===== src/rtl/lsu_mem_ctrl.sv =====
// MEM-stage load/store controller: drives a req/ready + rvalid data bus, formats store lanes,
// extracts/extends load data, stalls the pipeline and reports misaligned/illegal/timeout errors.
module lsu_mem_ctrl #(
  parameter int unsigned TIMEOUT_CYC = 16,
  parameter int unsigned CNT_W       = 5
) (
  input  logic        clk,
  input  logic        rst,
  input  logic        in_valid,
  input  logic [4:0]  mem_op,
  input  logic [31:0] addr,
  input  logic [31:0] wdata,
  input  logic [4:0]  rd_addr,
  output logic        stall,
  output logic        bus_req,
  output logic        bus_we,
  output logic [31:0] bus_addr,
  output logic [31:0] bus_wdata,
  output logic [3:0]  bus_wstrb,
  input  logic        bus_ready,
  input  logic        bus_rvalid,
  input  logic [31:0] bus_rdata,
  output logic        wb_valid,
  output logic [31:0] wb_data,
  output logic [4:0]  wb_rd_addr,
  output logic        err_valid,
  output logic [1:0]  err_cause
);

  typedef enum logic [1:0] {StIdle, StReq, StResp} state_e;

  state_e           r_state;
  logic [CNT_W-1:0] r_cnt;
  logic [2:0]       r_op;
  logic [1:0]       r_off;
  logic [4:0]       r_rd_addr;
  logic             r_bus_req;
  logic             r_bus_we;
  logic [31:0]      r_bus_addr;
  logic [31:0]      r_bus_wdata;
  logic [3:0]       r_bus_wstrb;
  logic             r_wb_valid;
  logic [31:0]      r_wb_data;
  logic [4:0]       r_wb_rd_addr;
  logic             r_err_valid;
  logic [1:0]       r_err_cause;

  logic        w_we;
  logic        w_re;
  logic [2:0]  w_op;
  logic        w_start;
  logic        w_illegal;
  logic        w_misalign;
  logic        w_limit;
  logic [31:0] w_st_data;
  logic [3:0]  w_st_strb;
  logic [31:0] w_lane;
  logic [31:0] w_ld_data;

  assign w_we    = mem_op[4];
  assign w_re    = mem_op[3];
  assign w_op    = mem_op[2:0];
  assign w_start = in_valid & (r_state == StIdle) & (w_we | w_re);

  // Stores have no unsigned variants, so op[2] on a store is illegal.
  assign w_illegal = (w_we & w_re) | (w_op == 3'b011) | (w_op == 3'b110) | (w_op == 3'b111) |
                     (w_we & w_op[2]);
  assign w_misalign = ((w_op[1:0] == 2'b01) & addr[0]) |
                      ((w_op == 3'b010) & (addr[1:0] != 2'b00));

  assign w_limit = (r_cnt == CNT_W'(TIMEOUT_CYC - 1));

  always_comb begin
    w_st_data = wdata;
    w_st_strb = 4'b1111;
    case (w_op[1:0])
      2'b00: begin
        w_st_data = {4{wdata[7:0]}};
        w_st_strb = 4'b0001 << addr[1:0];
      end
      2'b01: begin
        w_st_data = {2{wdata[15:0]}};
        w_st_strb = addr[1] ? 4'b1100 : 4'b0011;
      end
      default: ;
    endcase
    if (!w_we) w_st_strb = 4'b0000;
  end

  assign w_lane = bus_rdata >> {r_off, 3'b000};

  always_comb begin
    case (r_op)
      3'b000:  w_ld_data = {{24{w_lane[7]}}, w_lane[7:0]};
      3'b100:  w_ld_data = {24'h0, w_lane[7:0]};
      3'b001:  w_ld_data = {{16{w_lane[15]}}, w_lane[15:0]};
      3'b101:  w_ld_data = {16'h0, w_lane[15:0]};
      default: w_ld_data = bus_rdata;
    endcase
  end

  always_ff @(posedge clk or posedge rst) begin
    if (rst) begin
      r_state      <= StIdle;
      r_cnt        <= '0;
      r_op         <= '0;
      r_off        <= '0;
      r_rd_addr    <= '0;
      r_bus_req    <= 1'b0;
      r_bus_we     <= 1'b0;
      r_bus_addr   <= '0;
      r_bus_wdata  <= '0;
      r_bus_wstrb  <= '0;
      r_wb_valid   <= 1'b0;
      r_wb_data    <= '0;
      r_wb_rd_addr <= '0;
      r_err_valid  <= 1'b0;
      r_err_cause  <= '0;
    end else begin
      r_wb_valid  <= 1'b0;
      r_err_valid <= 1'b0;
      case (r_state)
        StIdle: begin
          if (w_start) begin
            if (w_illegal) begin
              r_err_valid <= 1'b1;
              r_err_cause <= 2'b10;
            end else if (w_misalign) begin
              r_err_valid <= 1'b1;
              r_err_cause <= 2'b01;
            end else begin
              r_state     <= StReq;
              r_cnt       <= '0;
              r_bus_req   <= 1'b1;
              r_bus_we    <= w_we;
              r_bus_addr  <= {addr[31:2], 2'b00};
              r_bus_wdata <= w_st_data;
              r_bus_wstrb <= w_st_strb;
              r_rd_addr   <= rd_addr;
              r_op        <= w_op;
              r_off       <= addr[1:0];
            end
          end
        end
        StReq: begin
          r_cnt <= r_cnt + CNT_W'(1);
          // Acceptance on the limit cycle still completes normally.
          if (bus_ready) begin
            r_bus_req <= 1'b0;
            r_state   <= r_bus_we ? StIdle : StResp;
          end else if (w_limit) begin
            r_bus_req   <= 1'b0;
            r_state     <= StIdle;
            r_err_valid <= 1'b1;
            r_err_cause <= 2'b11;
          end
        end
        StResp: begin
          r_cnt <= r_cnt + CNT_W'(1);
          if (bus_rvalid) begin
            r_state      <= StIdle;
            r_wb_valid   <= 1'b1;
            r_wb_data    <= w_ld_data;
            r_wb_rd_addr <= r_rd_addr;
          end else if (w_limit) begin
            r_state     <= StIdle;
            r_err_valid <= 1'b1;
            r_err_cause <= 2'b11;
          end
        end
        default: r_state <= StIdle;
      endcase
    end
  end

  assign stall      = ~rst & (w_start | (r_state != StIdle));
  assign bus_req    = r_bus_req;
  assign bus_we     = r_bus_we;
  assign bus_addr   = r_bus_addr;
  assign bus_wdata  = r_bus_wdata;
  assign bus_wstrb  = r_bus_wstrb;
  assign wb_valid   = r_wb_valid;
  assign wb_data    = r_wb_data;
  assign wb_rd_addr = r_wb_rd_addr;
  assign err_valid  = r_err_valid;
  assign err_cause  = r_err_cause;

endmodule


===== config.mk =====
export PLATFORM = sky130hd
export DESIGN_NAME = lsu_mem_ctrl
export DESIGN_NICKNAME = d
export VERILOG_FILES = /design/src/rtl/lsu_mem_ctrl.sv
export SDC_FILE = /design/constraint.sdc
export NUM_CORES = 1
export LEC_CHECK = 0
export CORE_MARGIN = 3
export CORE_UTILIZATION = 45
export CTS_BUF_LIST = sky130_fd_sc_hd__clkbuf_16
export DETAILED_ROUTE_END_ITERATION = 10
export PLACE_DENSITY = 0.8
export REMOVE_ABC_BUFFERS = 1
export SKIP_CTS_REPAIR_TIMING = 1
export SKIP_LAST_GASP = 1
export SYNTH_ARGS = -nofsm -noshare
export SYNTH_HDL_FRONTEND = slang
export SYNTH_SLANG_ARGS = --single-unit

===== constraint.sdc =====
create_clock -name clk -period 6 [get_ports clk]
set_input_delay 1.5 -clock clk [delete_from_list [all_inputs] [get_ports clk]]
set_output_delay 1.5 -clock clk [all_outputs]
set_load 0.05 [all_outputs]

Word level (Yosys, flattened, before mapping)
Index checks and enable logic that the tools add are counted.
{"block": "word_totals", "register_bits": 126, "latch_bits": 0, "mem_bits_rw": 0, "mem_bits_ro": 0, "output_inout_bits": 112, "mem_count": 0}
{"block": "classes", "addsub": 1, "multipliers": 0, "div": 0, "magnitude_cmp": 0, "eq_ne": 18, "n_shift": 2, "mux": 39, "bitwise": 17, "reduce_logical": 15}
{"cell": "32-bit one-hot mux with 4 select lines", "count": 1}
{"cell": "32-bit one-hot mux with 2 select lines", "count": 1}
{"cell": "32-bit by 5-bit >> shifter with 16-bit output", "count": 1}
{"cell": "2-bit 2-to-1 mux", "count": 13}
{"cell": "5-bit 2-to-1 mux", "count": 3}
{"cell": "1-bit 2-to-1 mux", "count": 13}
{"cell": "3-bit equality test (second input constant)", "count": 4}
{"cell": "2-bit one-hot mux with 3 select lines", "count": 2}
{"cell": "2-bit inequality test (second input constant)", "count": 5}
{"cell": "5-bit one-hot mux with 2 select lines", "count": 1}
{"cell": "5-bit AND reduction", "count": 2}
{"cell": "4-bit 2-to-1 mux", "count": 2}
{"cell": "4-bit one-hot mux with 2 select lines", "count": 1}
{"cell": "4-bit AND reduction", "count": 2}
{"cell": "2-bit nonzero test", "count": 4}
{"cell": "1-bit AND", "count": 7}
{"cell": "1-bit bitwise OR", "count": 7}
{"cell": "3-bit by 2-bit equality test with 1-bit output (second input constant)", "count": 2}
{"cell": "3-bit inequality test (second input constant)", "count": 2}
{"cell": "5-bit by 1-bit adder with 5-bit output (second input constant)", "count": 1}
{"cell": "5-bit by 4-bit equality test with 1-bit output (second input constant)", "count": 1}
{"cell": "2-bit by 1-bit equality test with 1-bit output (second input constant)", "count": 2}
{"cell": "2-bit zero test", "count": 2}
{"cell": "1-bit by 2-bit << shifter with 4-bit output (first input constant)", "count": 1}
{"cell": "other kinds (10)", "count": 12}

Longest topological paths before layout
{"block": "logic_depth", "ltp_word": 8, "depth_mapped": 7, "ltp_nobuf": 7}

Worst setup path before layout
OpenSTA, ideal clock, no wires.
{"block": "synth_path", "path_type": "input to output", "startpoint": "in mem_op[4]", "endpoint": "out stall", "t_arrival_ps": 2720, "required_ps": 4500, "setup_slack_ps": 1780, "stages": 4, "n_path_buf": 2, "cell_sequence": "o211ai_2 buf_6 clkbuf_1 a21oi_1"}
{"block": "synth_via", "elab_chain_len": 4}
{"element": "start: declaration", "line": "10", "rtl": "input logic [4:0] mem_op,"}
{"element": "1-bit bitwise OR", "line": "63", "rtl": "assign w_start = in_valid & (r_state == StIdle) & (w_we | w_re);"}
{"element": "1-bit AND", "line": "63"}
{"element": "1-bit bitwise OR", "line": "176", "rtl": "assign stall = ~rst & (w_start | (r_state != StIdle));"}
{"element": "1-bit AND", "line": "176"}
{"element": "end: declaration", "line": "14", "rtl": "output logic stall,"}
No other way between the ends.

Worst setup path after layout
Ends and elaborated chain as after synthesis.

==> results.txt <==
The level count of the clock H-tree came out at 4. The startpoint kind of the worst setup timing path is an input port. The number of library cell types mapped by synthesis came out at 49. The clock drives about 130 sinks. The static leakage power is just under 4 nW. The share of synthesized area in the top cell type comes to 0.515.

CTS placed an instance of clkbuf_16 at the clock tree root. The slack of the worst reg-to-reg path is between 2000 and 3000 ps. The CTS tree is done. The area of the core came out at around 13,000 um^2. The row count came out at a little over 40.

The number of inserted diodes came out at 0. The mean area per synthesized cell is 10.6 um^2. In the post-synthesis netlist, the cell with the most instances is dfrtp_1. After synthesis, the cell types taking the most area are dfrtp_1 51%, mux2_2 7.2%, mux2i_1 7.0%. The detail route stage leaves a number of antenna-violating nets equal to 0.

For the worst-skew pair, the clock arrives at the later sink with an insertion delay of ~420 ps. The setup clock skew after layout is 5.71 ps. The count of warnings emitted by yosys is 0. For this design the ratio of total power to cell area is ~640 nW/um^2.

The clock edge transition at the registers on the reported setup and hold paths came out at around 60 ps. The clock passes through at most 2 buffers. The worst-case vdd ir drop is between 0.3 and 0.4 mV.

The die extent in x came out at approximately 120 um. The number of antenna violations at the first check in global routing is 1. The final estimated routing congestion in global placement is 0.894. The initial cell density of the core came out at 0.472. Traced cell by cell, the critical path runs through clkdlybuf4s50_1, o211ai_2, a21oi_1, clkdlybuf4s50_1. In the synthesized netlist the dominant register cell turns out to be dfrtp_1.

Along the worst path, the maximum fanout reaches 7. The worst hold slack after final layout came out at roughly 470 ps. The actual transition at the worst max-transition pin is about 1200 ps. The filler cells instantiated in the layout total around 950.

Synthesis handed over a netlist of approximately 580 instances. After synthesis the cells add up to about 6000 um^2. The remaining global-route overflow is 0. The global-route wire length before repair came out at just under 30,000 um. The run finished with clean final reports. Setup violations remaining at the end of the flow were counted as 0. The growth of design area from synthesis to finish came out at 46.3%. The die height is 123 um. The detailed-route vias per instance came out at 5.60. For this run, the slowest stage of the critical path takes between 800 and 900 ps. The number of max-slew violations in the final report was 0. The count of port buffers added during placement is 220.

The DRC violation count after routing came out at 0. In the synthesized netlist, the cells that appear most often are 126 x dfrtp_1, 79 x o21ai_0, 47 x nand2_1, 43 x mux2i_1, 39 x mux2_2. STA puts the critical path data arrival time at 3260 ps. Timing would allow up to roughly 0.21 GHz. The portion of the clock cycle consumed by the worst path in the final layout is 0.793. The total I/O pin count is around 220.

The critical path is of the in -> out type. The final net count came out at around 900. The final critical delay including setup and external delays came out at between 4000 and 5000 ps. The startpoint identified for the worst hold timing path is r_rd_addr[0]. Clock tree synthesis inserted a total of 17 buffers. The cell occurring most often along the worst timing path is clkdlybuf4s50_1. Entering global routing, the biggest net connects 89 pins. The sequential-to-total area share from yosys stat is 0.515. For this design, the slowest cell found on the critical path is clkdlybuf4s50_1. The share of flip-flops with an asynchronous set or reset came out at 1.00.

The half-perimeter wire length of the detailed placement result came out at 12,800 um. Setup repair after global routing left no endpoint under its margin. In this run the worst setup path begins at mem_op[4]. The proportion of layout cells with a drive suffix above 1 is 0.113. Once layout is complete, the utilization of the core stands at 0.690. The largest total area in the synthesized netlist belongs to dfrtp_1. Across every metal layer, demand over resource in global routing totals 0.252. The average wire length per cell after detail routing came out at approximately 19 um. The first detailed-routing pass took 5 iterations. The detailed router placed about 5,400 vias in this run.

The number of synthesized flops with an enable pin came out at 0. The final-layout setup total negative slack is 0 ps. The worst register-to-register path begins at r_state[0]. STA classifies the critical path endpoint as an output pin. The total detailed-routing wirelength is 18,400 um.

The tool flagged a number of max-cap violations equal to 0. The data required time of the worst path is about 4500 ps. After the first detailed-routing iteration, the DRC count stood at about 430. The relative max-transition margin came out at 0.219. The tightest min-delay check is of the reg -> reg type. The register bit count reported by yosys is between 100 and 150.

The via count of the first global-routing pass came to 5,649. The final hold violation count is 0. The total die area came out at 15,000 um^2.
[placed cells by master (no fill, tap or decap), types with 4 or more instances in the layout]
master and instances:
clkdlybuf4s50_1 220, dfrtp_1 126, o21ai_0 79, nand2_1 47
mux2i_1 43, mux2_2 39, nand3_1 37, nor2_1 28
a21oi_1 21, clkbuf_16 17, nand2b_1 11, nand3b_1 10
o211ai_1 10, inv_1 9, buf_4 9, o22ai_1 7
a2bb2oi_1 6, mux2_4 6, ha_1 6, and3_1 5
mux2_1 4, clkinv_1 4
[per-stage QoR]
| step | area [um^2] | worst slack (ps) | instances | power [mW] |
|---|---|---|---|---|
| 2_1_floorplan | 5890 | 1140 | 534 | 3.55 |
| 3_3_place_gp | 8380 | 1280 | 935 | 4.60 |
| 3_5_place_dp | 8380 | 1230 | 935 | 4.67 |
| 4_1_cts | 8960 | 1230 | 966 | 5.72 |
| 5_1_grt | 8960 | 1180 | 966 | 5.98 |
| 6_report | 8960 | 1240 | 966 | 5.69 |
[state kept, by name (all words and copies together), names as in the netlist]
signal	count
r_off	2
wb_valid	1
err_cause	2
bus_req	1
bus_addr	30
bus_wdata	32
wb_data	32
r_rd_addr	5
r_state	2
err_valid	1
wb_rd_addr	5
bus_wstrb	4
bus_we	1
r_cnt	5
r_op	3
[layer usage]
metal  track usage  wire length [um]  vias up
met2         0.404              8800      255
met5             0                13        -
li1              -                 -     2458
met3         0.113              2090       27
met1         0.297              7170     2670
met4        0.0945               331        2
[worst max-delay path, delay by kind of cell]
kind	cells	cell delay, ps
compound gates	2	310
buf+inv	2	1440
[cells by family (layout without fill, tap and decap cells)]
kind of cell,count (synthesis),after routing,synth area share
AOI/OAI and AO/OA,144,144,0.138
adders and majority gates,6,6,0.0123
buffers and inverters,55,270,0.0443
DFF,126,126,0.515
muxes,93,93,0.168
other,1,2,0.000612
and+or+nand+nor,153,153,0.122
[layout make-up]
class,count,area [um^2],share of cell area
Timing Repair Buffer,229,2270,0.253
Sequential cell,126,3150,0.352
Clock inverter,14,151,0.0169
Tap cell,172,215,0.0240
Multi-Input combinational cell,398,2700,0.302
Inverter,10,40.0,0.00447
Clock buffer,17,425,0.0475
[power breakdown]
| part | internal, mW | leakage, nW | total (mW) | switching, mW |
|---|---|---|---|---|
| Sequential | 1.26 | 1.54 | 1.54 | 0.281 |
| Combinational | 1.11 | 2.03 | 3.13 | 2.02 |
| Clock | 0.642 | 0.274 | 1.02 | 0.375 |
| Total | 3.01 | 3.85 | 5.69 | 2.68 |
[final timing paths]
path,end,depth (start not counted)
max in group asynchronous,bus_wdata[6],3
min in group asynchronous,bus_wdata[20],2
worst min-delay path,wb_rd_addr[0],2
worst max register to register,bus_wdata[0],7
worst max-delay path,stall,4
worst min register to register,wb_rd_addr[0],2
No activity file was read; power rests on OpenSTA's default activity.
